--- src/rtl/control_sequencer.sv ---
// Hardwired control unit: two-byte instruction fetch into IR, then one or two
// execute cycles decoded from IROut that drive every datapath control input.
module control_sequencer #(
  parameter logic [5:0] HALT_OPCODE = 6'h3F
) (
  input  logic        Clock,
  input  logic        Reset,
  input  logic [15:0] IROut,
  input  logic [3:0]  FlagsOut,
  output logic [2:0]  RF_OutASel,
  output logic [2:0]  RF_OutBSel,
  output logic [2:0]  RF_FunSel,
  output logic [3:0]  RF_RegSel,
  output logic [3:0]  RF_ScrSel,
  output logic [4:0]  ALU_FunSel,
  output logic        ALU_WF,
  output logic [1:0]  ARF_OutCSel,
  output logic [1:0]  ARF_OutDSel,
  output logic [1:0]  ARF_FunSel,
  output logic [2:0]  ARF_RegSel,
  output logic        IR_LH,
  output logic        IR_Write,
  output logic        Mem_WR,
  output logic        Mem_CS,
  output logic [1:0]  MuxASel,
  output logic [1:0]  MuxBSel,
  output logic [1:0]  MuxCSel,
  output logic        MuxDSel,
  output logic [1:0]  DR_FunSel,
  output logic        DR_E,
  output logic [2:0]  SeqState,
  output logic        Halted
);

  typedef enum logic [2:0] {
    S_T0   = 3'd0,
    S_T1   = 3'd1,
    S_T2   = 3'd2,
    S_T3   = 3'd3,
    S_HALT = 3'd4
  } state_e;

  localparam logic [5:0] OP_BRA = 6'h00;
  localparam logic [5:0] OP_BNE = 6'h01;
  localparam logic [5:0] OP_IMM = 6'h02;
  localparam logic [5:0] OP_ADD = 6'h03;
  localparam logic [5:0] OP_STB = 6'h04;

  state_e state_q, state_d;

  logic [5:0] opcode;
  logic [1:0] rx, ry;
  logic       flag_z;
  logic       unused_ir_bits;

  assign opcode         = IROut[15:10];
  assign rx             = IROut[9:8];
  assign ry             = IROut[1:0];
  assign flag_z         = FlagsOut[3];
  assign unused_ir_bits = ^{IROut[7:2], FlagsOut[2:0]};

  // NOTE: state flops use non-blocking assignment so every flop samples the
  // pre-edge values regardless of process evaluation order.
  always_ff @(posedge Clock or posedge Reset) begin
    if (Reset) state_q <= S_T0;
    else       state_q <= state_d;
  end

  assign SeqState = state_q;

  // NOTE: every output and state_d gets a default before the case so no path
  // leaves a signal unassigned, which would otherwise infer a latch.
  always_comb begin
    state_d     = state_q;
    RF_OutASel  = 3'b000;
    RF_OutBSel  = 3'b000;
    RF_FunSel   = 3'b000;
    RF_RegSel   = 4'b0000;
    RF_ScrSel   = 4'b0000;
    ALU_FunSel  = 5'b00000;
    ALU_WF      = 1'b0;
    ARF_OutCSel = 2'b00;
    ARF_OutDSel = 2'b00;
    ARF_FunSel  = 2'b00;
    ARF_RegSel  = 3'b000;
    IR_LH       = 1'b0;
    IR_Write    = 1'b0;
    Mem_WR      = 1'b0;
    Mem_CS      = 1'b1;
    MuxASel     = 2'b00;
    MuxBSel     = 2'b00;
    MuxCSel     = 2'b00;
    MuxDSel     = 1'b0;
    DR_FunSel   = 2'b00;
    DR_E        = 1'b0;
    Halted      = 1'b0;

    case (state_q)
      S_T0, S_T1: begin
        ARF_OutDSel = 2'b00;
        Mem_CS      = 1'b0;
        Mem_WR      = 1'b0;
        IR_Write    = 1'b1;
        IR_LH       = (state_q == S_T1);
        ARF_RegSel  = 3'b100;
        ARF_FunSel  = 2'b01;
        state_d     = (state_q == S_T0) ? S_T1 : S_T2;
      end

      S_T2: begin
        state_d = S_T0;
        if (opcode == HALT_OPCODE) begin
          state_d = S_HALT;
        end else begin
          case (opcode)
            OP_BRA, OP_BNE: begin
              // BNE falls through to idle when the last flag write left Z set.
              if (opcode == OP_BRA || !flag_z) begin
                MuxBSel    = 2'b11;
                ARF_RegSel = 3'b100;
                ARF_FunSel = 2'b10;
              end
            end
            OP_IMM: begin
              MuxASel   = 2'b11;
              RF_FunSel = 3'b010;
              RF_RegSel = 4'b1000 >> rx;
            end
            OP_ADD: begin
              RF_OutASel = {1'b0, rx};
              RF_OutBSel = {1'b0, ry};
              MuxDSel    = 1'b0;
              ALU_FunSel = 5'b10100;
              ALU_WF     = 1'b1;
              state_d    = S_T3;
            end
            OP_STB: begin
              MuxBSel    = 2'b11;
              ARF_RegSel = 3'b010;
              ARF_FunSel = 2'b10;
              state_d    = S_T3;
            end
            default: ;
          endcase
        end
      end

      S_T3: begin
        state_d = S_T0;
        if (opcode == OP_ADD) begin
          // Flags were written at the T2 edge; writeback must not overwrite them.
          RF_OutASel = {1'b0, rx};
          RF_OutBSel = {1'b0, ry};
          MuxDSel    = 1'b0;
          ALU_FunSel = 5'b10100;
          MuxASel    = 2'b00;
          RF_FunSel  = 3'b010;
          RF_RegSel  = 4'b1000 >> rx;
        end else if (opcode == OP_STB) begin
          RF_OutASel  = {1'b0, rx};
          MuxDSel     = 1'b0;
          ALU_FunSel  = 5'b10000;
          MuxCSel     = 2'b00;
          ARF_OutDSel = 2'b10;
          Mem_CS      = 1'b0;
          Mem_WR      = 1'b1;
        end
      end

      S_HALT: begin
        Halted = 1'b1;
      end

      default: state_d = S_T0;
    endcase

    // Reset overrides decode so a reset mid-fetch never leaves memory selected.
    if (Reset) begin
      RF_OutASel  = 3'b000;
      RF_OutBSel  = 3'b000;
      RF_FunSel   = 3'b000;
      RF_RegSel   = 4'b0000;
      ALU_FunSel  = 5'b00000;
      ALU_WF      = 1'b0;
      ARF_OutDSel = 2'b00;
      ARF_FunSel  = 2'b00;
      ARF_RegSel  = 3'b000;
      IR_LH       = 1'b0;
      IR_Write    = 1'b0;
      Mem_WR      = 1'b0;
      Mem_CS      = 1'b1;
      MuxASel     = 2'b00;
      MuxBSel     = 2'b00;
      MuxCSel     = 2'b00;
      MuxDSel     = 1'b0;
      Halted      = 1'b0;
    end
  end

endmodule

--- config.mk ---
export PLATFORM = sky130hd
export DESIGN_NAME = control_sequencer
export DESIGN_NICKNAME = d
export VERILOG_FILES = /design/src/rtl/control_sequencer.sv
export SDC_FILE = /design/constraint.sdc
export NUM_CORES = 1
export LEC_CHECK = 0
export BUFFER_PORTS_ARGS = -buffer_cell sky130_fd_sc_hd__buf_2
export CORE_MARGIN = 5
export CORE_UTILIZATION = 30
export CTS_BUF_LIST = sky130_fd_sc_hd__clkbuf_4
export DETAILED_ROUTE_END_ITERATION = 8
export PLACE_DENSITY = 0.85
export SLEW_MARGIN = 20
export SYNTH_ARGS = -nofsm -noshare
export SYNTH_HDL_FRONTEND = slang
export SYNTH_SLANG_ARGS = --single-unit
--- constraint.sdc ---
create_clock -name Clock -period 1.6 [get_ports Clock]
set_clock_uncertainty 0.15 [all_clocks]
set_input_delay 0.16 -clock Clock [delete_from_list [all_inputs] [get_ports Clock]]
set_output_delay 0.16 -clock Clock [all_outputs]
set_load 0.01 [all_outputs]
== After elaboration in Yosys (flattened, before gate mapping) ==
Cells that the tools add are included.
W data, S select, Z words.
Word-level totals
  register bits: 3
  input port bits: 22
  output and inout bits: 50
  logic and storage cells: 89
Cells by class
  equal/unequal tests: 9
  shift-type cells: 1
  multiplexer cells: 71
  reduce and logical (&&, ||, !) cells: 7
Operator list (number)
  $mux W2: 26
  $mux W5: 5
  $pmux W2 S2: 6
  $mux W3: 7
  $mux W1: 17
  $mux W4: 4
  $eq A6 B2 Y1 const B: 2
  $pmux W3 S2: 2
  $pmux W5 S2: 1
  $pmux W3 S3: 1
  $pmux W4 S2: 1
  $eq A3 B2 Y1 const B: 2
  $eq A6 B1 Y1 const B: 1
  $eq A6 B3 Y1 const B: 1
  $eq A6 B6 Y1 const B: 1
  $logic_not A6 Y1: 1
  $reduce_or A2 Y1: 3
  $shr A4 B2 Y4 const A: 1
  $eq A3 B1 Y1 const B: 1
  $eq A3 B3 Y1 const B: 1
  $logic_not A3 Y1: 1
  $pmux W1 S2: 1
  $logic_not A1 Y1: 1
  $logic_or A1 B1 Y1: 1

== Longest topological paths before layout ==
  depth in word-level cells: 7
  gate-level depth with buffers: 5
  gate-level depth less buffers: 4

== Worst setup path before layout ==
No wires, ideal clock.
  path type: reg2out
  from: register state_q[0], in the netlist SeqState[0]
  to: output MuxASel[1]
  arrival: 1670 ps
  required time: 1290 ps
  path slack: -380 ps
  stages on the path, launching flop included: 6
  path buffers: 2
  path through: dfrtp_1 > buf_2 > nor4b_1 > nand2_1 > nor3b_1 > buf_4
On the way
  longest elaborated chain between the ends: 3
Ends and longest elaborated chain
  from (decl): RTL line 49  | state_e state_q, state_d;
  from (signal assigned): RTL line 66  | else state_q <= state_d;
  $eq A3 B2 Y1: RTL line 98  | case (state_q)
  $mux W2
  $mux W2: RTL line 178  | if (Reset) begin
  to (decl): RTL line 25  | output logic [1:0] MuxASel,
No other way between the ends.

== Final worst setup path ==
  from: register state_q[2], in the netlist SeqState[2]
  to: output Mem_CS
On the way
  longest elaborated chain between the ends: 4
  elaborated cells between the ends (all ways): 6
Ends and longest elaborated chain
  $eq A3 B1 Y1 / $logic_not A3 Y1 (equally long branches): RTL line 98
  $reduce_or A2 Y1: RTL line 98
  $pmux W1 S2 *: RTL line 98
  $mux W1 *: RTL line 178
  to (decl): RTL line 24  | output logic Mem_CS,
Mark *: on every way between the ends. The rest lies on a longest branch, timed or not.

==> out/qor.txt <==
first-pass GRT wire length = 2.44 mm
flops & latches, synth = 3
WL final = 2.01 mm
Top Layer Used = met4
synthesized area = 606 um2
CTS tree = done
HP Start = IROut[13]
drt wl/cell = 12.6 um
vias in the first global route = 616
H-tree lvl count = 1
critical path class = flop to output pin
core area = 0.00194 mm2
Num Clock Sinks = 3
Worst Path Max Fanout = 5
met2 wire length = 1.05 mm
DPL Wire Length = 1.53 mm
CTS buffer count = 3
GPL Wtd Cong = 0.706
sequential element share of the synthesized area = 0.124
Worst EP required = 1290 ps
crit-path cells = or3b_4 -> buf_6 -> nor3_4 -> nor2_1 -> buf_2
Ports = 72
GRT Total Usage = 0.112
1st-pass router iterations = 4
Power Total = 0.738 mW
post-layout util = 0.512
Worst path slowest cell = dfrtp_2
die area = 0.00302 mm2
endpoints failing hold = 0
die outline width = 54.9 um
Starting Density = 0.312
metal3 WL = 300 um
Crit. Startpoint = SeqState[2]$_DFFE_PP0P_
Vias = 712
largest net degree at the start of global routing = 9
Yosys top cell by area = buf_4
HP Class = primary input to flop
post-synthesis average cell area = 7.48 um2
clk slew on worst S/H paths = 40 ps
crit path launch type = flop
leakage = 0.551 nW
ant diodes = 0
final setup fails = 23
Hold Slack = 174 ps
synth warn = 0
metal1 wirelength = 647 um
Peak VDD IR = 529 uV
final period utilization = 1.19
pwr dens = 742 mW/mm2
reg2reg start = SeqState[2]$_DFFE_PP0P_
Bufs and invs on worst path = 2
max reg flops = 3
share of cells above drive strength 1 = 0.586
DRC Markers = 0
Critical Path Max Stage Delay = 440 ps
Syn Inst Count = 81
most frequent cell after synthesis = buf_4
RSZ-0062 raised after global routing = true
Area growth syn-to-layout = 64.3%
nets = 156
WP data arrival = 1600 ps
ys flop type = dfrtp_1
failing checks = negative setup slack
Die H = 54.9 um
Distinct cells, synth = 31
crit path time final = 1910 ps
CP delay by family, top = simple AND/OR/NAND/NOR gates
Clock Tree Root = clkbuf_4
FFs w/ async S/R, synth = 1.00
top cells by area, synth = buf_4, dfrtp_1, nor3b_1
top-area cell type share of the netlist area = 0.310
commonest cells in the netlist = buf_4, nor3_1, and2_1, nor3b_1
status = finished, violations left
number of fill cells = 174
Port Buffers = 41
post-route ant nets = 0
max-slew violations = 0
1st-iter DRT viols = 15
row count = 16
post-DR vias/cell = 4.45
EDFF count, synth = 0
fin worst setup slack = -311 ps
worst-case clock buffer depth = 2
Remaining Overflow, GRT = 0
initial antenna violation count = 0
crit path capture type = output pin
Worst-Skew Late Latency = 240 ps
Max Clk Rate = 523 MHz
max cap viols = 0
==> power by group <==
part	leakage, nW	total (mW)	internal (mW)	switching [mW]
clock network	0.0184	0.151	0.110	0.0407
logic	0.498	0.429	0.216	0.213
registers	0.0347	0.158	0.106	0.0523
total	0.551	0.738	0.432	0.306
==> cells by family (layout without fill, tap and decap cells) <==
family                 count (synthesis)  count (layout)  share of synthesized area
flip-flops                             3               3                      0.124
XOR/XNOR                               1               1                     0.0145
buffers and inverters                 31              63                      0.353
AO/OA/AOI/OAI                          9               9                      0.112
other                                  1              21                    0.00619
AND/OR/NAND/NOR                       36              36                      0.391
==> worst min-delay path, stage by stage <==
cell	delay, ps
buf_2	110
nand4_1	90
or4b_1	100
a21oi_1	60
==> routing by layer <==
| metal | GRT usage | vias up |
|---|---|---|
| met3 | 0.0295 | 2 |
| met4 | 0.0567 | 0 |
| met1 | 0.101 | 318 |
| li1 | - | 337 |
| met2 | 0.224 | 55 |
| met5 | 0 | - |
==> stage by stage <==
| step | worst slack [ps] | std cells | instance area, um2 | setup TNS, ps |
|---|---|---|---|---|
| after floorplan | -45.7 | 101 | 759 | -132 |
| after global placement | -59.9 | 153 | 880 | -238 |
| after detailed placement | -102 | 153 | 880 | -350 |
| after CTS | -272 | 158 | 942 | -4570 |
| after global routing | -366 | 160 | 995 | -6720 |
| final | -311 | 160 | 995 | -5080 |
==> path summary, 6_finish.rpt <==
| path | end | slack (ps) | cells after the start |
|---|---|---|---|
| setup / recovery | Mem_CS | -310 | 5 |
| hold / removal | SeqState[2]$_DFFE_PP0P_ | 170 | 4 |
| setup reg to reg | SeqState[2]$_DFFE_PP0P_ | 90 | 3 |
| hold reg to reg | SeqState[0]$_DFFE_PP0P_ | 470 | 2 |
| max in group asynchronous | SeqState[0]$_DFFE_PP0P_ | 860 | 3 |
| min in group asynchronous | SeqState[2]$_DFFE_PP0P_ | 280 | 3 |
==> area by class of cell <==
class                   instances  area [um2]  share of cell area
flip-flops and latches          3        78.8              0.0792
clock buffers                   4        30.0              0.0302
inverters                       3        11.3              0.0113
well taps                      27        33.8              0.0340
repair buffers                 56         347               0.348
multi-input cells              67         494               0.497
==> repair_timing <==
item                                   in CTS  in global routing
setup endpoints to repair                  23                 25
hold buffers                                1                  0
setup buffers                               0                  2
endpoints found under the hold margin       3                  0
pin swaps                                   2                  7
gates resized for setup                     5                  7
==> placed cells by master, fill, tap and decap left out, types with 3 or more instances in the layout <==
cell	instances
and2_1	3
buf_2	38
buf_4	12
buf_6	5
clkbuf_4	4
conb_1	21
dfrtp_2	3
inv_1	3
nor3_1	4
nor3_4	3
nor3b_2	3
No activity file was read; power rests on OpenSTA's default activity.
